[src/rtl/fnd_bcd_source_pkg.sv]
// fnd_bcd_source_pkg
// Shared definitions for the BCD digit source and its display consumers.
//   fsm_state_e : conversion FSM states (IDLE / SHIFT / DONE)
//   BLANK_CODE  : digit code the font decoder renders as an unlit digit
//   BCD_DIGITS  : number of BCD nibbles in the committed result
package fnd_bcd_source_pkg;

    typedef enum logic [1:0] {
        ST_IDLE  = 2'd0,
        ST_SHIFT = 2'd1,
        ST_DONE  = 2'd2
    } fsm_state_e;

    localparam logic [4:0] BLANK_CODE = 5'h1F;
    localparam int         BCD_DIGITS = 4;

endpackage

[src/rtl/fnd_bcd_source_bcd_add3.sv]
// bcd_add3
// Per-nibble double-dabble correction: a nibble of 5 or more gets 3 added so
// that the following left shift carries correctly into the next BCD digit.
//   nib_i : accumulator nibble before correction
//   nib_o : corrected nibble
module bcd_add3 (
    input  logic [3:0] nib_i,
    output logic [3:0] nib_o
);

    always_comb begin
        if (nib_i >= 4'd5) begin
            nib_o = nib_i + 4'd3;
        end else begin
            nib_o = nib_i;
        end
    end

endmodule

[src/rtl/fnd_bcd_source.sv]
// fnd_bcd_source
// Sequential binary-to-BCD converter feeding the FND display mux. A value is
// accepted on start (IDLE only), saturated to MAX_VAL, converted one bit per
// cycle by a shift-and-add-3 engine and committed atomically to bcd_all, so
// the display never sees a partial result. digit serves the nibble selected
// by the display scan index, registered.
//
// Ports:
//   clk, reset : system clock, synchronous active-high reset
//   start, bin : conversion request and the binary value to convert
//   busy       : high from the cycle after acceptance through the DONE cycle
//   done       : one-cycle pulse when a new result is committed
//   ovf        : committed result was saturated
//   bcd_all    : committed result, four packed BCD digits, [3:0] = ones
//   digit_sel  : scan index, 0 = ones ... 3 = thousands
//   digit      : registered digit code {1'b0, nibble} or BLANK_CODE
//   state_dbg  : current FSM state, for observation
//
// Handshake: start is sampled only while IDLE; a start seen in any other state
// is dropped, not queued. done pulses exactly once per accepted start unless
// reset intervenes.
//
// Build option: define LEADING_ZERO_BLANK_EN to blank digits above the most
// significant nonzero digit (the ones digit is never blanked).
module fnd_bcd_source
    import fnd_bcd_source_pkg::*;
#(
    parameter int DATA_W  = 14,
    parameter int MAX_VAL = 9999
) (
    input  logic              clk,
    input  logic              reset,
    input  logic              start,
    input  logic [DATA_W-1:0] bin,
    output logic              busy,
    output logic              done,
    output logic              ovf,
    output logic [15:0]       bcd_all,
    input  logic [1:0]        digit_sel,
    output logic [4:0]        digit,
    output fsm_state_e        state_dbg
);

    localparam int                CNT_W   = $clog2(DATA_W + 1);
    localparam logic [DATA_W-1:0] MAX_BIN = DATA_W'(MAX_VAL);

    fsm_state_e        state_q, state_d;
    logic [DATA_W-1:0] sh_q, sh_d;
    logic [15:0]       acc_q, acc_d;
    logic [CNT_W-1:0]  cnt_q, cnt_d;
    logic              ovf_next_q, ovf_next_d;
    logic              busy_q, busy_d;
    logic              done_q, done_d;
    logic              ovf_q, ovf_d;
    logic [15:0]       bcd_all_q, bcd_all_d;
    logic [4:0]        digit_q, digit_d;

    logic [15:0] acc_corr;
    logic [15:0] acc_shifted;
    logic [3:0]  sel_nib;

    for (genvar g = 0; g < BCD_DIGITS; g++) begin : g_add3
        bcd_add3 u_add3 (
            .nib_i(acc_q[4*g +: 4]),
            .nib_o(acc_corr[4*g +: 4])
        );
    end

    // Corrected accumulator shifted left, pulling in the next binary MSB.
    assign acc_shifted = {acc_corr[14:0], sh_q[DATA_W-1]};
    assign sel_nib     = bcd_all_q[{digit_sel, 2'b00} +: 4];

`ifdef LEADING_ZERO_BLANK_EN
    logic [15:0] upper_digits;
    logic        blank;
    // A digit is blank when it and every digit above it are zero.
    assign upper_digits = bcd_all_q >> {digit_sel, 2'b00};
    assign blank        = (digit_sel != 2'd0) && (upper_digits == 16'h0000);
`endif

    always_comb begin
        state_d    = state_q;
        sh_d       = sh_q;
        acc_d      = acc_q;
        cnt_d      = cnt_q;
        ovf_next_d = ovf_next_q;
        busy_d     = busy_q;
        done_d     = 1'b0;
        ovf_d      = ovf_q;
        bcd_all_d  = bcd_all_q;

        case (state_q)
            ST_IDLE: begin
                if (start) begin
                    sh_d       = (bin > MAX_BIN) ? MAX_BIN : bin;
                    ovf_next_d = (bin > MAX_BIN);
                    acc_d      = 16'h0000;
                    cnt_d      = CNT_W'(DATA_W);
                    busy_d     = 1'b1;
                    state_d    = ST_SHIFT;
                end
            end
            ST_SHIFT: begin
                acc_d = acc_shifted;
                sh_d  = {sh_q[DATA_W-2:0], 1'b0};
                cnt_d = cnt_q - CNT_W'(1);
                // Last shift: commit so the result is visible during DONE.
                if (cnt_q == CNT_W'(1)) begin
                    state_d   = ST_DONE;
                    done_d    = 1'b1;
                    bcd_all_d = acc_shifted;
                    ovf_d     = ovf_next_q;
                end
            end
            ST_DONE: begin
                busy_d  = 1'b0;
                state_d = ST_IDLE;
            end
            default: begin
                busy_d  = 1'b0;
                state_d = ST_IDLE;
            end
        endcase

`ifdef LEADING_ZERO_BLANK_EN
        digit_d = blank ? BLANK_CODE : {1'b0, sel_nib};
`else
        digit_d = {1'b0, sel_nib};
`endif
    end

    always_ff @(posedge clk) begin
        if (reset) begin
            state_q    <= ST_IDLE;
            sh_q       <= '0;
            acc_q      <= 16'h0000;
            cnt_q      <= '0;
            ovf_next_q <= 1'b0;
            busy_q     <= 1'b0;
            done_q     <= 1'b0;
            ovf_q      <= 1'b0;
            bcd_all_q  <= 16'h0000;
            digit_q    <= 5'h00;
        end else begin
            state_q    <= state_d;
            sh_q       <= sh_d;
            acc_q      <= acc_d;
            cnt_q      <= cnt_d;
            ovf_next_q <= ovf_next_d;
            busy_q     <= busy_d;
            done_q     <= done_d;
            ovf_q      <= ovf_d;
            bcd_all_q  <= bcd_all_d;
            digit_q    <= digit_d;
        end
    end

    assign busy      = busy_q;
    assign done      = done_q;
    assign ovf       = ovf_q;
    assign bcd_all   = bcd_all_q;
    assign digit     = digit_q;
    assign state_dbg = state_q;

endmodule

[config.mk]
export PLATFORM = sky130hd
export DESIGN_NAME = fnd_bcd_source
export DESIGN_NICKNAME = d
export VERILOG_FILES = /design/src/rtl/fnd_bcd_source_pkg.sv /design/src/rtl/fnd_bcd_source_bcd_add3.sv /design/src/rtl/fnd_bcd_source.sv
export SDC_FILE = /design/constraint.sdc
export NUM_CORES = 1
export LEC_CHECK = 0
export ABC_AREA = 1
export CORE_MARGIN = 1
export CORE_UTILIZATION = 50
export CTS_BUF_LIST = sky130_fd_sc_hd__clkbuf_8
export DETAILED_ROUTE_END_ITERATION = 12
export PLACE_DENSITY = 0.88
export SKIP_CTS_REPAIR_TIMING = 1
export SYNTH_ARGS = -nofsm -noshare
export SYNTH_HDL_FRONTEND = slang
export SYNTH_SLANG_ARGS = --single-unit
[constraint.sdc]
create_clock -name clk -period 1.2 [get_ports clk]
set_input_delay 0.18 -clock clk [delete_from_list [all_inputs] [get_ports clk]]
set_output_delay 0.18 -clock clk [all_outputs]
set_load 0.005 [all_outputs]
; ---- Word-level counts from Yosys, hierarchy flattened
; Cells that the tools add are included.
[word_totals]
regBits = 61
input_bits = 19
out_inout_bits = 26
elab_cells = 52
[op_classes]
add_sub_neg = 5
magnitude_cmp = 5
eq_ne = 4
n_shift = 1
muxes = 17
n_bitwise = 1
n_reduce_logical = 8
[op_table]
columns = cell, n
row1 = 16-bit case mux with 2 select lines, 1
row2 = 14-bit 2-to-1 mux, 2
row3 = 14-bit case mux with 2 select lines, 1
row4 = 4-bit by 3-bit greater-or-equal comparator with 1-bit output (second input constant), 4
row5 = 16-bit 2-to-1 mux, 1
row6 = 4-bit 2-to-1 mux, 4
row7 = 16-bit by 5-bit variable part select with 4-bit output, 1
row8 = 14-bit greater-than comparator (second input constant), 1
row9 = 4-bit by 2-bit adder with 4-bit output (second input constant), 3
row10 = 2-bit AND reduction, 5
row11 = 4-bit case mux with 2 select lines, 1
row12 = 4-bit by 1-bit equality test with 1-bit output (second input constant), 1
row13 = 2-bit 2-to-1 mux, 2
row14 = 2-bit != test (second input constant), 2
row15 = 2-bit case mux with 2 select lines, 1
row16 = 4-bit by 1-bit subtractor with 4-bit output (second input constant), 1
row17 = 3-bit by 2-bit adder with 3-bit output (second input constant), 1
row18 = 3-bit 2-to-1 mux, 1
row19 = 2-bit by 1-bit equality test with 1-bit output (second input constant), 1
row20 = 2-bit zero test, 1
row21 = 1-bit 2-to-1 mux, 2
row22 = 1-bit case mux with 2 select lines, 1
row23 = 2-bit nonzero test, 1
row24 = 2-bit OR reduction, 1
row25 = 1-bit inverter, 1

; ---- Logic depth before layout (Yosys ltp)
[depth]
depth_word = 4
depth_mapped = 11
mapped_depth_nobuf = 11

; ---- By module
; From an unflattened synthesis, not the netlist that was laid out.
[hier_totals]
cells_unflattened = 417
hier_area_um2 = 2979.1
[modules_own_cells]
columns = mod, n_inst, cells_per_inst, area_per_inst_um2, seq_area_each_um2
row1 = fnd_bcd_source, 1, 325, 2438.6, 1201.2
row2 = bcd_add3, 4, 23, 135.1, 0.0

; ---- Least setup slack after synthesis
; No wires, ideal clock.
[synth_timing]
path_type = register to register
startpoint = reg cnt_q[1]
endpoint = reg bcd_all_q[8], in the netlist bcd_all[8]
setup_ns = 0.117
t_arrival_ns = 1.196
required_time_ns = 1.083
slack_ns = -0.113
path_stages_with_launch = 9
path_buffers = 1
period_less_slack_ns = 1.313
cell_sequence = dfxtp_1 inv_1 ha_1 nand3_1 nor2_8 inv_4 buf_6 nor2_1 nor2_1
[synth_between]
elab_chain_len = 2
[synth_rtl]
columns = element, line
row1 = from (decl), fnd_bcd_source.sv:50  ; logic [CNT_W-1:0] cnt_q, cnt_d;
row2 = from (signal assigned), fnd_bcd_source.sv:148  ; cnt_q <= cnt_d;
row3 = 4-bit by 1-bit equality test with 1-bit output, fnd_bcd_source.sv:108  ; if (cnt_q == CNT_W'(1)) begin
row4 = 2-bit AND reduction (no line), -
row5 = to (signal assigned), fnd_bcd_source.sv:153  ; bcd_all_q <= bcd_all_d;
row6 = to (decl), fnd_bcd_source.sv:55  ; logic [15:0] bcd_all_q, bcd_all_d;
; Every way passes these cells.
; A chain may end at the register's enable or synchronous reset.

; ---- Worst setup path after layout
[layout_timing]
startpoint = reg cnt_q[1]
endpoint = reg bcd_all_q[4], in the netlist bcd_all[4]
; The elaborated chain is that of the path after synthesis.

==> impl_metrics.tcl <==
set metrics [dict create \
    status "finished, violations left" \
    violations "negative setup slack" \
    crit_start "cnt_q[1]" \
    setup_tns_ps -6630 \
    die_w_um 78.8 \
    num_rows 27 \
    cp_max_fo 8 \
    via_per_inst 6.68 \
    crit_chain "inv_2 -> ha_4 -> nand3_4 -> nor2_8 -> clkinv_8 -> a21oi_2 -> nand2_1 -> inv_1" \
    hp-class "in2reg" \
    final_nets 536 \
    syn_to_final_growth_pct 62.4 \
    core_area_um2 5610 \
    timing.rr.start "cnt_q[1]" \
    grt_pass1_vias 2943 \
    finalPower_mw 4.90 \
    crit_cells 8 \
    whs_ps 322 \
    endpoint_kind "flop" \
    final_common_cell "nand2_1" \
    hold_viol 0 \
    routed-via-count 3901 \
    crit_family "simple AND/OR/NAND/NOR gates" \
    ys_seq_elements 60 \
    ant_nets 0 \
    crit_path_end "bcd_all[4]" \
    final_cell_mix "nand2_1, buf_4, dfxtp_1" \
    drv_cap 0 \
    place_congestion 0.838 \
    grt_pass1_wl_um 12900 \
    regToRegSetupSlack_ps -280 \
    hpwl_um 5410 \
    cts_htree_levels 3 \
    cts-root-buf "clkbuf_8" \
    synthCells 412 \
    fin_crit_sh_pct 123 \
    cts_tree "done" \
    critPathArrivalTime_ps 1780 \
    max_stage_delay_ps 320 \
    r2r-end "bcd_all[4]" \
    cts_sinks 60 \
    finalClockSkew_ps 12.1 \
    yosysUniqueCellTypes 33 \
    leakagePower_nw 2.60 \
    netlist_area_um2 2950 \
    nFillCells 215 \
    worstRegToRegCells 8 \
    cp_slowest_cell "dfxtp_2" \
    fmax_ghz 0.678 \
    route.detailed.drc 0 \
    crit_type "reg2reg" \
    synth-seq-area-share_pct 40.8 \
    initial_core_util_pct 52.5 \
    slew_viol_final 0 \
    cts_buffer_depth 2 \
    drive_gt1_share_pct 44.5 \
    power_density_nw_per_um2 1020 \
    drtIter0Drc 649 \
    wire_per_inst_um 24.3 \
    rsz0062_at_grt "true" \
    post-route-util_pct 85.3 \
    syn_avg_cell_area_um2 7.15 \
    setup_viol_count_final 53 \
    cp-start-kind "flop" \
    grt_overflow 0 \
    setup_slack_ps -276 \
    min_period_ps 1480 \
    antenna_cells 0 \
    ios 45 \
    port-buffer-count 43 \
    drt-pass1-iter-count 6 \
    finalInstanceArea_um2 4780 \
    place_area_um2 3680 \
    grt_usage_pct 27.0 \
    synth_nets 441 \
    fp.dieArea_um2 6200 \
    path_buf_inv 3 \
    synth_warnings 0 \
    die_h_um 78.8 \
    wl_um 14200 \
    path_clk_slew_ps 70 \
    grt_max_degree 24 \
    peakVddDrop_uv 838 \
    cts_inserted_buffers 9 \
    worstPathRequired_ps 1510 \
    antenna_found_initial 2 \
    clk_latency_ps 370 \
]
## synthesized netlist by cell type, drive strengths merged
cell,n,share of area (%)
o21a,1,0.25
o21bai,4,1.0
nor3,6,1.2
inv,54,7.0
a221oi,1,0.30
nand2,108,14
ha,10,4.2
nor2,31,4.6
a31oi,2,0.42
o31ai,1,0.25
o211ai,4,1.0
dfxtp,60,41
nand3,25,4.6
nand4,6,1.3
a22oi,4,1.0
clkbuf,7,0.89
mux2i,1,0.34
conb,1,0.13
a21oi,53,9.8
buf,9,2.5
o21ai,24,4.5
## routing by layer
metal	share of wire, %	routed length [um]	GRT usage, %	up-vias
met4	9.2	1300	17.0	2
met2	43	6160	45.5	466
li1	-	-	-	1531
met3	14	2020	6.78	170
met5	0.12	17	0	-
met1	33	4680	30.5	1732
## where the power goes
part / total [mW] / switching, mW / internal (mW)
Sequential: 2.13 / 0.0695 / 2.06
Clock: 1.91 / 0.887 / 1.02
Combinational: 0.861 / 0.491 / 0.369
## flip-flops by register name (all words and copies together) (netlist names)
| signal | count |
|---|---|
| ovf_next_q | 1 |
| acc_q | 16 |
| ovf | 1 |
| state_dbg | 2 |
| busy | 1 |
| bcd_all | 16 |
| sh_q | 14 |
| digit | 4 |
| cnt_q | 4 |
| done | 1 |
## worst min-delay path by stage
| stage | from | to | slack (ps) | cells after the start |
|---|---|---|---|---|
| after detailed placement | acc_q[13] | acc_q[13] | 460 | 2 |
| after global placement | acc_q[1] | acc_q[1] | 450 | 2 |
| after floorplan | bin[13] | sh_q[13] | 340 | 2 |
| final | start | busy | 320 | 3 |
| after CTS | acc_q[13] | acc_q[13] | 470 | 2 |
| after global routing | start | busy | 320 | 3 |
## cell families after synthesis
logic type	share of synthesized area (%)
flip-flops	40.8
buffers and inverters	10.4
multiplexers	0.340
other	0.127
AO/OA/AOI/OAI	18.5
AND/OR/NAND/NOR	25.6
adder cells (fa/ha/maj)	4.25
## metrics by stage
step           worst slack, ps  instances
2_1_floorplan             3.50        412
3_3_place_gp              -248        546
3_5_place_dp              -315        546
4_1_cts                   -358        562
5_1_grt                   -322        584
6_report                  -276        584
## area by class of cell
| cell class | instances | area [um^2] | share of cell area, % |
|---|---|---|---|
| clock buffers | 14 | 193 | 4.03 |
| clock inverters | 2 | 7.51 | 0.157 |
| inverters | 54 | 238 | 4.97 |
| multi-input cells | 282 | 2000 | 41.7 |
| flip-flops and latches | 60 | 1240 | 25.9 |
| well taps | 72 | 90.1 | 1.88 |
| repair buffers | 99 | 1010 | 21.1 |
| repair inverters | 1 | 11.3 | 0.235 |
## worst min-delay path, stage by stage
cell	delay, ps
dlymetal6s2s_1	220
a21oi_1	190
nor3_1	60
No activity file was read; power rests on OpenSTA's default activity.
